**src/rtl/serial_mag_comparator.sv**
```systemverilog
// Word-level sequencer for the 1-bit comparator cell: accepts two operands,
// streams them LSB-first with the running cascade, and returns a registered verdict.
module serial_mag_comparator #(
  parameter int WIDTH = 8,
  parameter int CNT_W = $clog2(WIDTH)
) (
  input  logic             clk,
  input  logic             rst,
  input  logic             in_valid,
  output logic             in_ready,
  input  logic [WIDTH-1:0] op_x,
  input  logic [WIDTH-1:0] op_y,
  output logic             ser_valid,
  output logic             ser_x,
  output logic             ser_y,
  output logic             ser_a,
  output logic             res_valid,
  input  logic             res_ready,
  output logic             gt,
  output logic             eq,
  output logic             lt
);

  typedef enum logic [1:0] {S_IDLE, S_SHIFT, S_DONE} state_t;
  typedef enum logic [1:0] {C_EQ, C_GT, C_LT} casc_t;

  localparam logic [CNT_W-1:0] LAST_BIT = CNT_W'(WIDTH - 1);

  state_t           state_q, state_d;
  casc_t            casc_q, casc_d;
  logic [WIDTH-1:0] x_q, x_d;
  logic [WIDTH-1:0] y_q, y_d;
  logic [CNT_W-1:0] cnt_q, cnt_d;
  logic             gt_q, gt_d;
  logic             eq_q, eq_d;
  logic             lt_q, lt_d;
  logic             bit_x, bit_y;

  assign bit_x = x_q[cnt_q];
  assign bit_y = y_q[cnt_q];

  // NOTE: every output of this block gets a default first, so no path can infer a latch.
  always_comb begin
    state_d   = state_q;
    casc_d    = casc_q;
    x_d       = x_q;
    y_d       = y_q;
    cnt_d     = cnt_q;
    gt_d      = gt_q;
    eq_d      = eq_q;
    lt_d      = lt_q;
    in_ready  = 1'b0;
    ser_valid = 1'b0;
    res_valid = 1'b0;

    unique case (state_q)
      S_IDLE: begin
        in_ready = 1'b1;
        if (in_valid) begin
          x_d     = op_x;
          y_d     = op_y;
          cnt_d   = '0;
          casc_d  = C_EQ;
          state_d = S_SHIFT;
        end
      end
      S_SHIFT: begin
        ser_valid = 1'b1;
        // A differing higher bit always overrides whatever the lower bits decided.
        if (bit_x && !bit_y)      casc_d = C_GT;
        else if (!bit_x && bit_y) casc_d = C_LT;
        cnt_d = cnt_q + CNT_W'(1);
        if (cnt_q == LAST_BIT) begin
          gt_d    = (casc_d == C_GT);
          eq_d    = (casc_d == C_EQ);
          lt_d    = (casc_d == C_LT);
          state_d = S_DONE;
        end
      end
      S_DONE: begin
        res_valid = 1'b1;
        if (res_ready) state_d = S_IDLE;
      end
      default: state_d = S_IDLE;
    endcase
  end

  // The serial bit lanes are forced low whenever no live bit pair is being presented.
  assign ser_x = ser_valid & bit_x;
  assign ser_y = ser_valid & bit_y;
  assign ser_a = ser_valid & (casc_q == C_GT);
  assign gt    = gt_q;
  assign eq    = eq_q;
  assign lt    = lt_q;

  // NOTE: sequential state uses non-blocking assignments so every register samples pre-edge values.
  always_ff @(posedge clk or posedge rst) begin
    if (rst) begin
      state_q <= S_IDLE;
      casc_q  <= C_EQ;
      x_q     <= '0;
      y_q     <= '0;
      cnt_q   <= '0;
      gt_q    <= 1'b0;
      eq_q    <= 1'b0;
      lt_q    <= 1'b0;
    end else begin
      state_q <= state_d;
      casc_q  <= casc_d;
      x_q     <= x_d;
      y_q     <= y_d;
      cnt_q   <= cnt_d;
      gt_q    <= gt_d;
      eq_q    <= eq_d;
      lt_q    <= lt_d;
    end
  end

endmodule

```
**config.mk**
```make
export PLATFORM = sky130hd
export DESIGN_NAME = serial_mag_comparator
export DESIGN_NICKNAME = d
export VERILOG_FILES = /design/src/rtl/serial_mag_comparator.sv
export SDC_FILE = /design/constraint.sdc
export NUM_CORES = 1
export LEC_CHECK = 0
export ABC_CLOCK_PERIOD_IN_PS = 1860
export BUFFER_PORTS_ARGS = -buffer_cell sky130_fd_sc_hd__buf_2
export CAP_MARGIN = 0
export CORE_UTILIZATION = 45
export DETAILED_ROUTE_END_ITERATION = 8
export MAX_ROUTING_LAYER = met4
export PLACE_DENSITY = 0.68
export SETUP_SLACK_MARGIN = 0.4
export SYNTH_ARGS = -nofsm -noshare
export SYNTH_HDL_FRONTEND = slang
export SYNTH_SLANG_ARGS = --single-unit
```
**constraint.sdc**
```tcl
create_clock -name clk -period 1.86 [get_ports clk]
set_input_delay 0.372 -clock clk [delete_from_list [all_inputs] [get_ports clk]]
set_output_delay 0.372 -clock clk [all_outputs]
set_load 0.05 [all_outputs]
```
**After elaboration in Yosys (flattened, before gate mapping)**

Index checks and enable logic that the tools add are counted.

- Input bits: 20
- Flip-flop bits (word level): 26

- Bitwise gates (word level): 3
- Reductions and logical operators: 11
- Equal/unequal tests: 9
- $lt $le $gt $ge: 1
- Add/subtract/negate cells: 1
- Muxes and demuxes: 18

Operator list:

| operator | count |
|---|---|
| $mux W2 | 7 |
| $bmux W1 S3 | 2 |
| $eq A2 B1 Y1 const B | 3 |
| $ne A2 B2 Y1 const B | 3 |
| $pmux W2 S3 | 1 |
| $pmux W3 S2 | 1 |
| $reduce_and A2 Y1 | 3 |
| $mux W1 | 5 |
| $eq A2 B2 Y1 const B | 2 |
| $logic_not A2 Y1 | 2 |
| $lt A3 B4 Y1 const B | 1 |
| $pmux W2 S2 | 1 |
| $add A3 B1 Y3 const B | 1 |
| $and A1 B1 Y1 | 3 |
| $eq A3 B3 Y1 const B | 1 |
| $mux W3 | 1 |
| $reduce_and A3 Y1 | 1 |
| $logic_and A1 B1 Y1 | 2 |
| $logic_not A1 Y1 | 2 |
| $reduce_bool A2 Y1 | 1 |

**Longest topological paths before layout**

- Depth after elaboration: 8
- Mapped depth: 6

**Least setup slack after synthesis**

OpenSTA, ideal clock, no wires.

- Path kind: reg-to-reg
- From: register state_q[0]
- To: register x_q[2]
- Arrival: 1.982 ns
- Data required time: 1.795 ns
- Cell stages (with the launch flop): 7
- Path slack: -0.187 ns
- Path buffers: 2
- Path through: dfrtp_1 nor2_1 and2_1 clkbuf_1 clkbuf_1 nand2_1 nand2_1

- Word-level cells in the longest chain between the ends: 2

Ends and longest elaborated chain:

| item | RTL line | RTL |
|---|---|---|
| start, declared | 29 | `state_t state_q, state_d;` |
| start signal, assigned | 108 | `state_q <= state_d;` |
| $logic_not A2 Y1 | 56 | `unique case (state_q)` |
| $reduce_and A2 Y1 (no line) | n/a |  |
| end signal, assigned | 101 | `x_q <= '0;` |
| end signal, assigned | 110 | `x_q <= x_d;` |
| end, declared | 31 | `logic [WIDTH-1:0] x_q, x_d;` |

No other way between the ends.
A chain may end at the register's enable or synchronous reset.

**Worst setup path after layout**

- From: register cnt_q[0]
- To: output ser_x

- Word-level cells in the longest chain between the ends: 3

Ends and longest elaborated chain:

| item | RTL line | RTL |
|---|---|---|
| start, declared | 33 | `logic [CNT_W-1:0] cnt_q, cnt_d;` |
| start signal, assigned | 112 | `cnt_q <= cnt_d;` |
| $bmux W1 S3 | 39 | `assign bit_x = x_q[cnt_q];` |
| $mux W1 (not written as such) | 39 |  |
| $and A1 B1 Y1 | 89 | `assign ser_x = ser_valid & bit_x;` |
| end, declared | 14 | `output logic ser_x,` |

No other way between the ends. The select of a mux whose other input is x is not followed.

==> results.toml <==
[grt]
antenna_found_initial = 0
grt_pass1_vias = 1144
grtUsageTotal_pct = 23.3
grt_max_degree = 27
overflow = 0
grt_pass1_wl_um = 5320

[finish]
fin_nets = 214
final-seq-area_sq_um = 652
multi_input_area_sq_um = 682
area_delta_synth_final_pct = 46.6
drive_above_1_share_pct = 47.6
antenna_cells = 0
nFillCells = 204

[setup_path]
path_max_fanout = 6
crit_type = "register to output port"
crit_chain = "mux4_2 > mux2i_4 > nor2_4 > buf_6"
rr_startpoint = "cnt_q[0]"
crit_path_end_kind = "output port"
cp-start-kind = "register"
crit_arrival_ns = 1.79
slowest_delay_ns = 0.57
r2r_slack_ns = -0.26
worstPathRequired_ns = 1.49
r2r_end = "gt"
ff2ff_path_depth = 10
crit_start = "cnt_q[0]"
cpMaxStageDelayCell = "mux4_2"

[sta]
slew_violations = 0
worst_pin_slew_ns = 0.338
fin_setup_tns_ns = -1.43
final-setup-viol-count = 7
clock.fmax_ghz = 0.462
hold_viol_final = 0
period_minus_slack_ns = 2.16
slew_headroom_pct = 77.5
finalClockSkew_ns = 0.00470
post-route-period-util_pct = 116
rsz0062_at_grt = "yes"
holdWs_ns = 0.0562
setup_slack_ns = -0.304

[power]
ir_drop_uv = 1930
power_density_nw_per_um2 = 2250
total_power_mw = 4.29
p_leak_nw = 0.963

[place]
hpwl_um = 2090
place.gp.congestion = 0.798
io_buffers = 28

[yosys]
ys_types = 26
yosysWarnings = 0
synth_area_sq_um = 1300
synth_edf_count = 0
synthFlopType = "dfrtp_1"
yosys_register_bits = 26
avgSynthCellArea_sq_um = 9.68
seq_area_frac_synth_pct = 50.1
syn_nets = 156
ys_async_sr_fraction_pct = 100
netlist_instances = 134

[route]
wl_per_cell_um = 14.2
dr.pass1.iters = 4
via_count = 1166
drt_wl_total_um = 3150
drt-initial-drc-count = 45
drc = 0
drt-vias-per-instance = 5.25
ant_nets = 0

[clock_network]
clk_pin_slew_ns = 0.14
clock_sinks = 26
cts_buffers = 3
insertion_delay_ns = 0.33
cts_tree = "done"
clock-root-buffer = "clkbuf_4"
clockBufferDepth = 2
htree_levels = 1

[hold_path]
hold_path.class = "primary input to async pin"

[job]
drv_cap = 0

[floorplanning]
die_w_um = 55.7
io_pins = 29
rows = 19
start_util_pct = 47.5
die_area_sq_um = 3100
core_sq_um = 2730
die_h_um = 55.7

[outcome]
violations = "setup timing"
status = "finished with violations"
-- cell type report --
cell class | instances | share of cell area, %
tap | 31 | 2.04
multi-input combinational | 99 | 35.9
timing repair buffer | 59 | 24.9
sequential | 26 | 34.3
inverter | 3 | 0.987
clock buffer | 4 | 1.91
-- report_power, final --
group          leakage, nW  switching [mW]  total [mW]  internal (mW)
logic                0.620            1.46        2.95           1.49
clock network       0.0210           0.173       0.293          0.120
registers            0.322           0.216        1.04          0.827
-- cell families after synthesis --
| group | Yosys count | share of synthesized area [%] |
|---|---|---|
| compound gates | 12 | 6.94 |
| flops | 26 | 50.1 |
| mux | 8 | 12.7 |
| simple gates | 77 | 24.9 |
| fa+ha+maj | 2 | 1.93 |
| buf+inv | 9 | 3.37 |
-- placed cells by master (no fill, tap or decap), types with 2 or more instances in the layout --
master	netlist	layout
buf_4	0	18
nand2b_4	0	2
a21oi_1	2	2
nor2b_1	2	2
and2_4	0	2
buf_6	1	15
mux2i_4	2	2
nand2_1	59	57
mux2_4	2	2
o21ai_0	4	4
buf_8	0	4
mux4_2	4	4
o31ai_2	2	3
clkbuf_4	0	3
buf_2	2	22
dfrtp_1	26	25
nand3_1	5	4
nor2_4	1	5
-- per-layer routing --
layer | track usage, % | part of all wire [%] | vias up
met3 | 3.72 | 4.1 | 15
met5 | - | 0 | -
met2 | 40.1 | 54 | 41
li1 | - | - | 558
met4 | 12.1 | 3.8 | 0
met1 | 26.0 | 38 | 552
-- cell usage after synthesis (all sizes together), types with 3 or more instances --
cell type   n  area [sq um]
nand2      59           221
dfrtp      26           651
nor2        6          32.5
nand3       5          25.0
mux4        4          90.1
o21ai       4          20.0
buf         3          21.3
clkbuf      3          11.3
inv         3          11.3
o31ai       3          32.5
-- worst max-delay path: cells and delay by family, from the launching register on --
kind                   cells  cell delay [ns]
muxes                      2             0.78
DFF                        1             0.48
buffers and inverters      1             0.15
and+or+nand+nor            1             0.05
-- repair_timing --
action / in CTS / in global routing
endpoints found under the setup margin: 14 / 25
pin swaps: 1 / 2
hold buffers: 0 / 0
gates resized for setup: 29 / 14
buffers inserted: 11 / 10
cloned: 0 / 0
-- through the flow --
step           util, %  setup WS (ns)  std cells  area [sq um]
3_3_place_gp      56.9        0.00904        197          1560
2_1_floorplan        -          0.118        134          1340
3_5_place_dp      56.9        -0.0338        197          1560
4_1_cts           64.9         -0.282        212          1770
5_1_grt           69.6         -0.402        222          1900
6_report          69.6         -0.304        222          1900
-- sequential cells by signal, indices dropped and copies added, names as in the netlist --
| register | flops |
|---|---|
| cnt_q | 3 |
| lt | 1 |
| state_q | 2 |
| casc_q | 2 |
| eq | 1 |
| gt | 1 |
| x_q | 8 |
| y_q | 8 |
-- worst max-delay path by stage --
stage / endpoint / slack [ns]
3_3_place_gp: ser_x / 0.009
4_1_cts: ser_y / -0.28
6_report: ser_x / -0.30
3_5_place_dp: ser_y / -0.03
5_1_grt: ser_x / -0.40
2_1_floorplan: ser_x / 0.12
No activity file was read; power rests on OpenSTA's default activity.
